[config.mk]
export PLATFORM = sky130hd
export DESIGN_NAME = alu_issue_stage_flat
export DESIGN_NICKNAME = d
export VERILOG_FILES = /design/src/rtl/alu_issue_stage_if.sv /design/src/rtl/alu_issue_stage.sv /design/src/flat_wrapper.sv
export SDC_FILE = /design/constraint.sdc
export NUM_CORES = 1
export LEC_CHECK = 0
export CORE_AREA = 2 2 153 155
export DETAILED_ROUTE_END_ITERATION = 10
export DIE_AREA = 0 0 155 157
export PLACE_DENSITY_LB_ADDON = 0.15
export SYNTH_ARGS = -nofsm -noshare
export SYNTH_HDL_FRONTEND = slang
export SYNTH_SLANG_ARGS = --single-unit
[constraint.sdc]
create_clock -name clk -period 8.5 [get_ports clk]
set_input_delay 0.85 -clock clk [delete_from_list [all_inputs] [get_ports clk]]
set_output_delay 0.85 -clock clk [all_outputs]
set_load 0.005 [all_outputs]
[src/rtl/alu_issue_stage_if.sv]
// Bundle between decode, the memory/writeback forwarding sources, the alu
// and the execute issue stage. The slave modport is the stage's view.
interface alu_issue_stage_if #(
    parameter int OP_W = 11,
    parameter int XLEN = 32
);
    logic            flush;
    logic            ds_to_es_valid;
    logic            es_allowin;
    logic [OP_W-1:0] ds_alu_op;
    logic [XLEN-1:0] ds_pc;
    logic [XLEN-1:0] ds_imm;
    logic [XLEN-1:0] ds_rs1_val;
    logic [XLEN-1:0] ds_rs2_val;
    logic [4:0]      ds_rs1;
    logic [4:0]      ds_rs2;
    logic [4:0]      ds_rd;
    logic            ds_src1_is_pc;
    logic            ds_src2_is_imm;
    logic            ds_src2_is_4;
    logic            ds_gr_we;
    logic            ms_valid;
    logic            ms_gr_we;
    logic            ms_is_load;
    logic [4:0]      ms_rd;
    logic [XLEN-1:0] ms_result;
    logic            ws_valid;
    logic            ws_gr_we;
    logic [4:0]      ws_rd;
    logic [XLEN-1:0] ws_result;
    logic [XLEN-1:0] alu_src1;
    logic [XLEN-1:0] alu_src2;
    logic [OP_W-1:0] alu_sel;
    logic [XLEN-1:0] alu_result;
    logic            ms_allowin;
    logic            es_to_ms_valid;
    logic [4:0]      es_rd;
    logic            es_gr_we;
    logic [XLEN-1:0] es_result;

    modport slave (
        input  flush, ds_to_es_valid, ds_alu_op, ds_pc, ds_imm, ds_rs1_val, ds_rs2_val,
               ds_rs1, ds_rs2, ds_rd, ds_src1_is_pc, ds_src2_is_imm, ds_src2_is_4, ds_gr_we,
               ms_valid, ms_gr_we, ms_is_load, ms_rd, ms_result,
               ws_valid, ws_gr_we, ws_rd, ws_result, alu_result, ms_allowin,
        output es_allowin, alu_src1, alu_src2, alu_sel, es_to_ms_valid, es_rd, es_gr_we, es_result
    );

    modport master (
        output flush, ds_to_es_valid, ds_alu_op, ds_pc, ds_imm, ds_rs1_val, ds_rs2_val,
               ds_rs1, ds_rs2, ds_rd, ds_src1_is_pc, ds_src2_is_imm, ds_src2_is_4, ds_gr_we,
               ms_valid, ms_gr_we, ms_is_load, ms_rd, ms_result,
               ws_valid, ws_gr_we, ws_rd, ws_result, alu_result, ms_allowin,
        input  es_allowin, alu_src1, alu_src2, alu_sel, es_to_ms_valid, es_rd, es_gr_we, es_result
    );
endinterface

[src/rtl/alu_issue_stage.sv]
// Execute issue stage: holds one decoded instruction, forwards operands from
// mem/wb, stalls on load-use and hands the alu result to the memory stage.
module alu_issue_stage #(
    parameter int OP_W = 11,
    parameter int XLEN = 32
) (
    input logic               clk,
    input logic               reset,
    alu_issue_stage_if.slave  bus
);
    logic            es_valid;
    logic [OP_W-1:0] op_r;
    logic [XLEN-1:0] pc_r;
    logic [XLEN-1:0] imm_r;
    logic [XLEN-1:0] rs1_val_r;
    logic [XLEN-1:0] rs2_val_r;
    logic [4:0]      rs1_r;
    logic [4:0]      rs2_r;
    logic [4:0]      rd_r;
    logic            src1_is_pc_r;
    logic            src2_is_imm_r;
    logic            src2_is_4_r;
    logic            gr_we_r;

    logic [1:0][4:0]      src_rs;
    logic [1:0][XLEN-1:0] src_rf;
    logic [1:0][XLEN-1:0] fwd_val;
    logic [1:0]           fwd_load;
    logic                 load_use;
    logic                 es_ready_go;
    logic                 allowin;

    assign src_rs[0] = rs1_r;
    assign src_rs[1] = rs2_r;
    assign src_rf[0] = rs1_val_r;
    assign src_rf[1] = rs2_val_r;

    // Newest producer wins; x0 never forwards and never stalls.
    always_comb begin
        for (int i = 0; i < 2; i++) begin
            fwd_val[i]  = src_rf[i];
            fwd_load[i] = 1'b0;
            if (src_rs[i] == 5'd0) begin
                fwd_val[i] = '0;
            end else if (bus.ms_valid && bus.ms_gr_we && (bus.ms_rd == src_rs[i])) begin
                fwd_val[i]  = bus.ms_result;
                fwd_load[i] = bus.ms_is_load;
            end else if (bus.ws_valid && bus.ws_gr_we && (bus.ws_rd == src_rs[i])) begin
                fwd_val[i] = bus.ws_result;
            end
        end
    end

    assign load_use    = (!src1_is_pc_r && fwd_load[0])
                       || (!src2_is_imm_r && !src2_is_4_r && fwd_load[1]);
    assign es_ready_go = !(es_valid && load_use);
    assign allowin     = !es_valid || (es_ready_go && bus.ms_allowin);

    assign bus.es_allowin     = allowin;
    assign bus.es_to_ms_valid = es_valid && es_ready_go && !bus.flush;
    assign bus.alu_src1       = src1_is_pc_r ? pc_r : fwd_val[0];
    assign bus.alu_src2       = src2_is_imm_r ? imm_r
                              : src2_is_4_r   ? XLEN'(4)
                              : fwd_val[1];
    assign bus.alu_sel        = es_valid ? op_r : '0;
    assign bus.es_result      = bus.alu_result;
    assign bus.es_rd          = rd_r;
    assign bus.es_gr_we       = es_valid && gr_we_r;

    always_ff @(posedge clk or posedge reset) begin
        if (reset) begin
            es_valid      <= 1'b0;
            op_r          <= '0;
            pc_r          <= '0;
            imm_r         <= '0;
            rs1_val_r     <= '0;
            rs2_val_r     <= '0;
            rs1_r         <= '0;
            rs2_r         <= '0;
            rd_r          <= '0;
            src1_is_pc_r  <= 1'b0;
            src2_is_imm_r <= 1'b0;
            src2_is_4_r   <= 1'b0;
            gr_we_r       <= 1'b0;
        end else if (bus.flush) begin
            es_valid <= 1'b0;
        end else if (allowin) begin
            es_valid <= bus.ds_to_es_valid;
            if (bus.ds_to_es_valid) begin
                op_r          <= bus.ds_alu_op;
                pc_r          <= bus.ds_pc;
                imm_r         <= bus.ds_imm;
                rs1_val_r     <= bus.ds_rs1_val;
                rs2_val_r     <= bus.ds_rs2_val;
                rs1_r         <= bus.ds_rs1;
                rs2_r         <= bus.ds_rs2;
                rd_r          <= bus.ds_rd;
                src1_is_pc_r  <= bus.ds_src1_is_pc;
                src2_is_imm_r <= bus.ds_src2_is_imm;
                src2_is_4_r   <= bus.ds_src2_is_4;
                gr_we_r       <= bus.ds_gr_we;
            end
        end
    end
endmodule

[src/flat_wrapper.sv]
// flat-port wrapper written by rule: the top's interface ports become plain ports
module alu_issue_stage_flat 
#(
    parameter int OP_W = 11,
    parameter int XLEN = 32
)
  (clk, reset, bus_flush, bus_ds_to_es_valid, bus_ds_alu_op, bus_ds_pc, bus_ds_imm, bus_ds_rs1_val, bus_ds_rs2_val, bus_ds_rs1, bus_ds_rs2, bus_ds_rd, bus_ds_src1_is_pc, bus_ds_src2_is_imm, bus_ds_src2_is_4, bus_ds_gr_we, bus_ms_valid, bus_ms_gr_we, bus_ms_is_load, bus_ms_rd, bus_ms_result, bus_ws_valid, bus_ws_gr_we, bus_ws_rd, bus_ws_result, bus_alu_result, bus_ms_allowin, bus_es_allowin, bus_alu_src1, bus_alu_src2, bus_alu_sel, bus_es_to_ms_valid, bus_es_rd, bus_es_gr_we, bus_es_result);
  alu_issue_stage_if #(.OP_W(OP_W), .XLEN(XLEN)) bus_i ();
  input logic clk;
  input logic reset;
  input wire logic [$bits(bus_i.flush)-1:0] bus_flush;
  input wire logic [$bits(bus_i.ds_to_es_valid)-1:0] bus_ds_to_es_valid;
  input wire logic [$bits(bus_i.ds_alu_op)-1:0] bus_ds_alu_op;
  input wire logic [$bits(bus_i.ds_pc)-1:0] bus_ds_pc;
  input wire logic [$bits(bus_i.ds_imm)-1:0] bus_ds_imm;
  input wire logic [$bits(bus_i.ds_rs1_val)-1:0] bus_ds_rs1_val;
  input wire logic [$bits(bus_i.ds_rs2_val)-1:0] bus_ds_rs2_val;
  input wire logic [$bits(bus_i.ds_rs1)-1:0] bus_ds_rs1;
  input wire logic [$bits(bus_i.ds_rs2)-1:0] bus_ds_rs2;
  input wire logic [$bits(bus_i.ds_rd)-1:0] bus_ds_rd;
  input wire logic [$bits(bus_i.ds_src1_is_pc)-1:0] bus_ds_src1_is_pc;
  input wire logic [$bits(bus_i.ds_src2_is_imm)-1:0] bus_ds_src2_is_imm;
  input wire logic [$bits(bus_i.ds_src2_is_4)-1:0] bus_ds_src2_is_4;
  input wire logic [$bits(bus_i.ds_gr_we)-1:0] bus_ds_gr_we;
  input wire logic [$bits(bus_i.ms_valid)-1:0] bus_ms_valid;
  input wire logic [$bits(bus_i.ms_gr_we)-1:0] bus_ms_gr_we;
  input wire logic [$bits(bus_i.ms_is_load)-1:0] bus_ms_is_load;
  input wire logic [$bits(bus_i.ms_rd)-1:0] bus_ms_rd;
  input wire logic [$bits(bus_i.ms_result)-1:0] bus_ms_result;
  input wire logic [$bits(bus_i.ws_valid)-1:0] bus_ws_valid;
  input wire logic [$bits(bus_i.ws_gr_we)-1:0] bus_ws_gr_we;
  input wire logic [$bits(bus_i.ws_rd)-1:0] bus_ws_rd;
  input wire logic [$bits(bus_i.ws_result)-1:0] bus_ws_result;
  input wire logic [$bits(bus_i.alu_result)-1:0] bus_alu_result;
  input wire logic [$bits(bus_i.ms_allowin)-1:0] bus_ms_allowin;
  output wire logic [$bits(bus_i.es_allowin)-1:0] bus_es_allowin;
  output wire logic [$bits(bus_i.alu_src1)-1:0] bus_alu_src1;
  output wire logic [$bits(bus_i.alu_src2)-1:0] bus_alu_src2;
  output wire logic [$bits(bus_i.alu_sel)-1:0] bus_alu_sel;
  output wire logic [$bits(bus_i.es_to_ms_valid)-1:0] bus_es_to_ms_valid;
  output wire logic [$bits(bus_i.es_rd)-1:0] bus_es_rd;
  output wire logic [$bits(bus_i.es_gr_we)-1:0] bus_es_gr_we;
  output wire logic [$bits(bus_i.es_result)-1:0] bus_es_result;
  assign bus_i.flush = bus_flush;
  assign bus_i.ds_to_es_valid = bus_ds_to_es_valid;
  assign bus_i.ds_alu_op = bus_ds_alu_op;
  assign bus_i.ds_pc = bus_ds_pc;
  assign bus_i.ds_imm = bus_ds_imm;
  assign bus_i.ds_rs1_val = bus_ds_rs1_val;
  assign bus_i.ds_rs2_val = bus_ds_rs2_val;
  assign bus_i.ds_rs1 = bus_ds_rs1;
  assign bus_i.ds_rs2 = bus_ds_rs2;
  assign bus_i.ds_rd = bus_ds_rd;
  assign bus_i.ds_src1_is_pc = bus_ds_src1_is_pc;
  assign bus_i.ds_src2_is_imm = bus_ds_src2_is_imm;
  assign bus_i.ds_src2_is_4 = bus_ds_src2_is_4;
  assign bus_i.ds_gr_we = bus_ds_gr_we;
  assign bus_i.ms_valid = bus_ms_valid;
  assign bus_i.ms_gr_we = bus_ms_gr_we;
  assign bus_i.ms_is_load = bus_ms_is_load;
  assign bus_i.ms_rd = bus_ms_rd;
  assign bus_i.ms_result = bus_ms_result;
  assign bus_i.ws_valid = bus_ws_valid;
  assign bus_i.ws_gr_we = bus_ws_gr_we;
  assign bus_i.ws_rd = bus_ws_rd;
  assign bus_i.ws_result = bus_ws_result;
  assign bus_i.alu_result = bus_alu_result;
  assign bus_i.ms_allowin = bus_ms_allowin;
  assign bus_es_allowin = bus_i.es_allowin;
  assign bus_alu_src1 = bus_i.alu_src1;
  assign bus_alu_src2 = bus_i.alu_src2;
  assign bus_alu_sel = bus_i.alu_sel;
  assign bus_es_to_ms_valid = bus_i.es_to_ms_valid;
  assign bus_es_rd = bus_i.es_rd;
  assign bus_es_gr_we = bus_i.es_gr_we;
  assign bus_es_result = bus_i.es_result;
  alu_issue_stage #(.OP_W(OP_W), .XLEN(XLEN)) u_core (.clk(clk), .reset(reset), .bus(bus_i));
endmodule
# Yosys cells after proc, flatten, opt, wreduce, memory -nomap -nowiden

Index checks and enable logic that the tools add are counted.

Memory bits (writable): 0
Bits of input ports: 274
Register bits after elaboration: 159
Output and inout bits: 115
Memories: 0
Memory bits (read-only): 0
Bits in latches: 0
Word-level logic and storage cells: 60

Div/mod/pow operators: 0
Multipliers: 0
Shift-type cells: 0
Magnitude comparators: 0
Muxes and demuxes: 16
Bitwise logic cells: 1
Add/sub/neg operators: 0
Reduce and logical (&&, ||, !) cells: 26
Equality and inequality tests: 4

Operators with widths:

| operator            | count |
|---|---|
| 32-bit two-way mux  | 9 |
| 5-bit equality test | 4 |
| 1-bit logical AND   | 14 |
| 11-bit two-way mux  | 1 |
| 5-bit logical NOT   | 2 |
| 1-bit logical NOT   | 6 |
| 1-bit two-way mux   | 6 |
| 3-bit AND reduction | 1 |
| 1-bit logical OR    | 2 |
| 2-bit nonzero test  | 1 |
| 1-bit NOT           | 1 |

# Longest topological paths before layout

Word-level depth: 12
Gate-level depth with buffers: 7
Mapped depth without buffers: 5

# Least setup slack after synthesis

No wires, ideal clock.

Path type: input -> output
Start: in bus_ws_rd[2]
End: out bus_alu_src2[0]
Required time: 7.650 ns
Data arrival time: 2.210 ns
Stages on the path: 7
Buffers on the path: 2
Slack: 5.440 ns
Cells stage by stage: xnor2_1 > nand4_1 > or3_1 > clkbuf_1 > clkbuf_1 > mux2i_1 > o21ai_0

Word-level cells in the longest chain between the ends: 7

Ends and longest elaborated chain:

| element             | RTL line              | text |
|---|---|---|
| from (decl)         | flat_wrapper.sv:32    | `input wire logic [$bits(bus_i.ws_rd)-1:0] bus_ws_rd;` |
| 5-bit equality test | alu_issue_stage.sv:48 | `end else if (bus.ws_valid && bus.ws_gr_we && (bus.ws_rd == src_rs[i])) begin` |
| 1-bit logical AND   | alu_issue_stage.sv:48 |  |
| 32-bit two-way mux  | alu_issue_stage.sv:48 |  |
| 32-bit two-way mux  | alu_issue_stage.sv:45 | `end else if (bus.ms_valid && bus.ms_gr_we && (bus.ms_rd == src_rs[i])) begin` |
| 32-bit two-way mux  | alu_issue_stage.sv:43 | `if (src_rs[i] == 5'd0) begin` |
| 32-bit two-way mux  | alu_issue_stage.sv:63 | `: src2_is_4_r ? XLEN'(4)` |
| 32-bit two-way mux  | alu_issue_stage.sv:62 | `assign bus.alu_src2 = src2_is_imm_r ? imm_r` |
| to (decl)           | flat_wrapper.sv:38    | `output wire logic [$bits(bus_i.alu_src2)-1:0] bus_alu_src2;` |

No other way between the ends.

# Worst setup path after layout

Start: in bus_ws_rd[1]
End: out bus_alu_src1[31]

Word-level cells in the longest chain between the ends: 6

Ends and longest elaborated chain:

| element             | RTL line              | text |
|---|---|---|
| 5-bit equality test | alu_issue_stage.sv:48 |  |
| 1-bit logical AND   | alu_issue_stage.sv:48 |  |
| 32-bit two-way mux  | alu_issue_stage.sv:48 |  |
| 32-bit two-way mux  | alu_issue_stage.sv:45 |  |
| 32-bit two-way mux  | alu_issue_stage.sv:43 |  |
| 32-bit two-way mux  | alu_issue_stage.sv:61 | `assign bus.alu_src1 = src1_is_pc_r ? pc_r : fwd_val[0];` |
| to (decl)           | flat_wrapper.sv:37    | `output wire logic [$bits(bus_i.alu_src1)-1:0] bus_alu_src1;` |

No other way between the ends.

==> results_dict.tcl <==
set metrics [dict create \
    hpwl_mm 20.4 \
    min_period_over_period_pct 56.1 \
    wirelength_mm 28.3 \
    worstPathRequired_ns 7.65 \
    yosysTopAreaCellShare_pct 47.3 \
    antenna_left 0 \
    synth_seq_area_share_pct 47.3 \
    cts.sinks 159 \
    slew_headroom_pct 26.2 \
    power_frac_seq_pct 37.8 \
    clockPowerShare_pct 32.8 \
    hold_buffers 0 \
    final_util_pct 54.7 \
    cp_max_fo 19 \
    max_cap_viol_count 0 \
    min_to "u_core.rs1_val_r[18]" \
    insertion_delay_ns 0.42 \
    die_w_um 155 \
    synth_cell_types 38 \
    die-area_um2 24300 \
    clock_path_buffers 2 \
    grt_antenna_before_repair 1 \
    root_buffer "clkbuf_16" \
    yosysWarnings 0 \
    tns_ns 0 \
    final_max_slew_viol_count 0 \
    cts_tree "done" \
    drtIter0Drc 308 \
    drive_above_1_share_pct 9.32 \
    first_global_vias 7400 \
    ys_top_cells_by_area "dfrtp_1 (47%), mux2_1 (16%), o21ai_0 (5.7%)" \
    power_density_nw_per_um2 209 \
    final_common_cell "clkdlybuf4s50_1" \
    vias 6931 \
    viasPerCell 5.31 \
    path_clk_slew_ns 0.07 \
    fmax_mhz 210 \
    finalSetupViolations 0 \
    cp_data_arrival_time_ns 3.92 \
    leakagePower_nw 4.97 \
    synth_area_um2 8420 \
    r2r-end "u_core.rs1_val_r[31]" \
    hold_class "reg -> reg" \
    synth_ff_type "dfrtp_1" \
    r2r-start "u_core.rs2_r[1]" \
    final_cells 1305 \
    r2r_slack_ns 4.56 \
    most-common-layout-cells "clkdlybuf4s50_1 (324), dfrtp_1 (159), mux2_1 (120)" \
    pin_count 389 \
    die_y_um 157 \
    setup.worst_path.end_class "output port" \
    wl_per_cell_um 21.7 \
    holdPathStages 1 \
    synth-edff-count 0 \
    post_cts_resized 0 \
    grt_setup_unrepaired "false" \
    critPathKind "in -> out" \
    syn2layout_area_growth_pct 46.1 \
    crit_path_start_kind "primary input" \
    p_sw_uw 728 \
    cts_made_buffers 17 \
    coreArea_um2 22500 \
    htree_levels 4 \
    ff2ff_path_depth 8 \
    hp-start "u_core.rs1_val_r[18]" \
    ir_drop_v 0.000121 \
    finalHoldViolCount 0 \
    ys_async_sr_fraction_pct 100 \
    drc 0 \
    syn_nets 1008 \
    status "finished, final reports clean" \
    syn_area_per_cell_um2 11.5 \
    grt-ovfl-total 0 \
    cts_setup_buffers 0 \
    period_needed_ns 4.77 \
    fin_worst_skew_ns 0.0133 \
    total_power_mw 2.57 \
    yosysTopAreaCell "dfrtp_1" \
    ys_seq_elements 159 \
    place_congestion 0.829 \
    firstDrtPassIters 4 \
    nets 1281 \
    tightest_slew_ns 1.10 \
    grt_max_degree 88 \
    dp.cells 1273 \
    swShare_pct 28.4 \
    track_usage_pct 23.3 \
    intPower_mw 1.84 \
    grt_pass1_wl_mm 42.8 \
    std_cell_rows 55 \
    synth_cells 734 \
    io_buffers 324 \
    start_util_pct 37.4 \
    power_frac_comb_pct 29.3 \
]
[per-stage QoR]
| stage | setup WS, ns | instance area [um2] | hold WS (ns) |
|---|---|---|---|
| after floorplan | 3.36 | 8420 | 0.451 |
| after global placement | 3.78 | 11700 | 0.462 |
| after detailed placement | 3.75 | 11700 | 0.471 |
| after CTS | 3.71 | 12300 | 0.486 |
| after global routing | 3.53 | 12300 | 0.496 |
| final | 3.73 | 12300 | 0.484 |
[cells in the mapped netlist (all sizes together), types with 4 or more instances]
library cell,number
a211oi,32
a21boi,32
a22oi,31
and2,12
buf,52
clkbuf,34
dfrtp,159
mux2,158
mux2i,32
nand2,37
nand4,4
nor2,6
o21ai,96
or3,4
xnor2,18
[worst max-delay path, cell delays in order]
cell,delay [ns]
clkdlybuf4s50_1,0.44
xnor2_1,0.22
nand4_1,0.13
nor3b_2,0.91
buf_4,0.41
a211oi_1,0.12
o21ai_0,0.27
clkdlybuf4s50_1,0.56
[layout make-up]
cell class | count | area, um2
fill | 2022 | 10200
sequential | 159 | 3980
multi-input combinational | 486 | 3960
timing repair buffer | 340 | 3360
clock buffer | 17 | 425
tap | 285 | 357
clock inverter | 14 | 205
inverter | 3 | 16.3
antenna | 1 | 2.50
[worst max-delay path by stage]
stage | from | endpoint | slack (ns)
4_1_cts | bus_ws_rd[1] | bus_alu_src1[31] | 3.71
3_3_place_gp | bus_ws_rd[1] | bus_alu_src1[28] | 3.78
5_1_grt | bus_ms_rd[0] | bus_alu_src1[31] | 3.53
2_1_floorplan | reset | u_core.bus.es_rd[0] | 3.36
6_report | bus_ws_rd[1] | bus_alu_src1[31] | 3.73
3_5_place_dp | bus_ws_rd[1] | bus_alu_src1[31] | 3.75
[power groups by stage]
stage,combinational (mW),sequential (mW),clock (mW)
2_1_floorplan,0.368,0.956,0
3_3_place_gp,0.755,0.981,0
3_5_place_dp,0.758,0.984,0
4_1_cts,0.763,0.971,0.860
5_1_grt,0.820,0.991,0.892
6_report,0.753,0.971,0.843
[layer usage]
| metal | share of wire, % | up-vias | GRT usage (%) |
|---|---|---|---|
| met5 | 0 | - | 0 |
| met4 | 3.2 | 0 | 9.26 |
| met3 | 7.6 | 66 | 6.64 |
| met2 | 48 | 271 | 39.5 |
| met1 | 41 | 3396 | 28.0 |
| li1 | - | 3198 | - |
[sequential cells by signal, indices dropped and copies added, names as in the netlist]
| signal | cells |
|---|---|
| u_core.rs2_val_r | 32 |
| u_core.op_r | 11 |
| u_core.src1_is_pc_r | 1 |
| u_core.src2_is_4_r | 1 |
| u_core.src2_is_imm_r | 1 |
| u_core.rs1_val_r | 32 |
| u_core.es_valid | 1 |
| u_core.rs2_r | 5 |
| u_core.rs1_r | 5 |
| u_core.imm_r | 32 |
| u_core.gr_we_r | 1 |
| u_core.bus.es_rd | 5 |
| u_core.pc_r | 32 |
[kinds of logic after synthesis]
logic type,after synthesis,synth area share (%)
AO/OA/AOI/OAI,198,15.0
XOR/XNOR,20,2.08
buffers and inverters,89,6.06
flip-flops,159,47.3
multiplexers,190,24.9
AND/OR/NAND/NOR,78,4.67
Power figures use the tool's default switching activity.
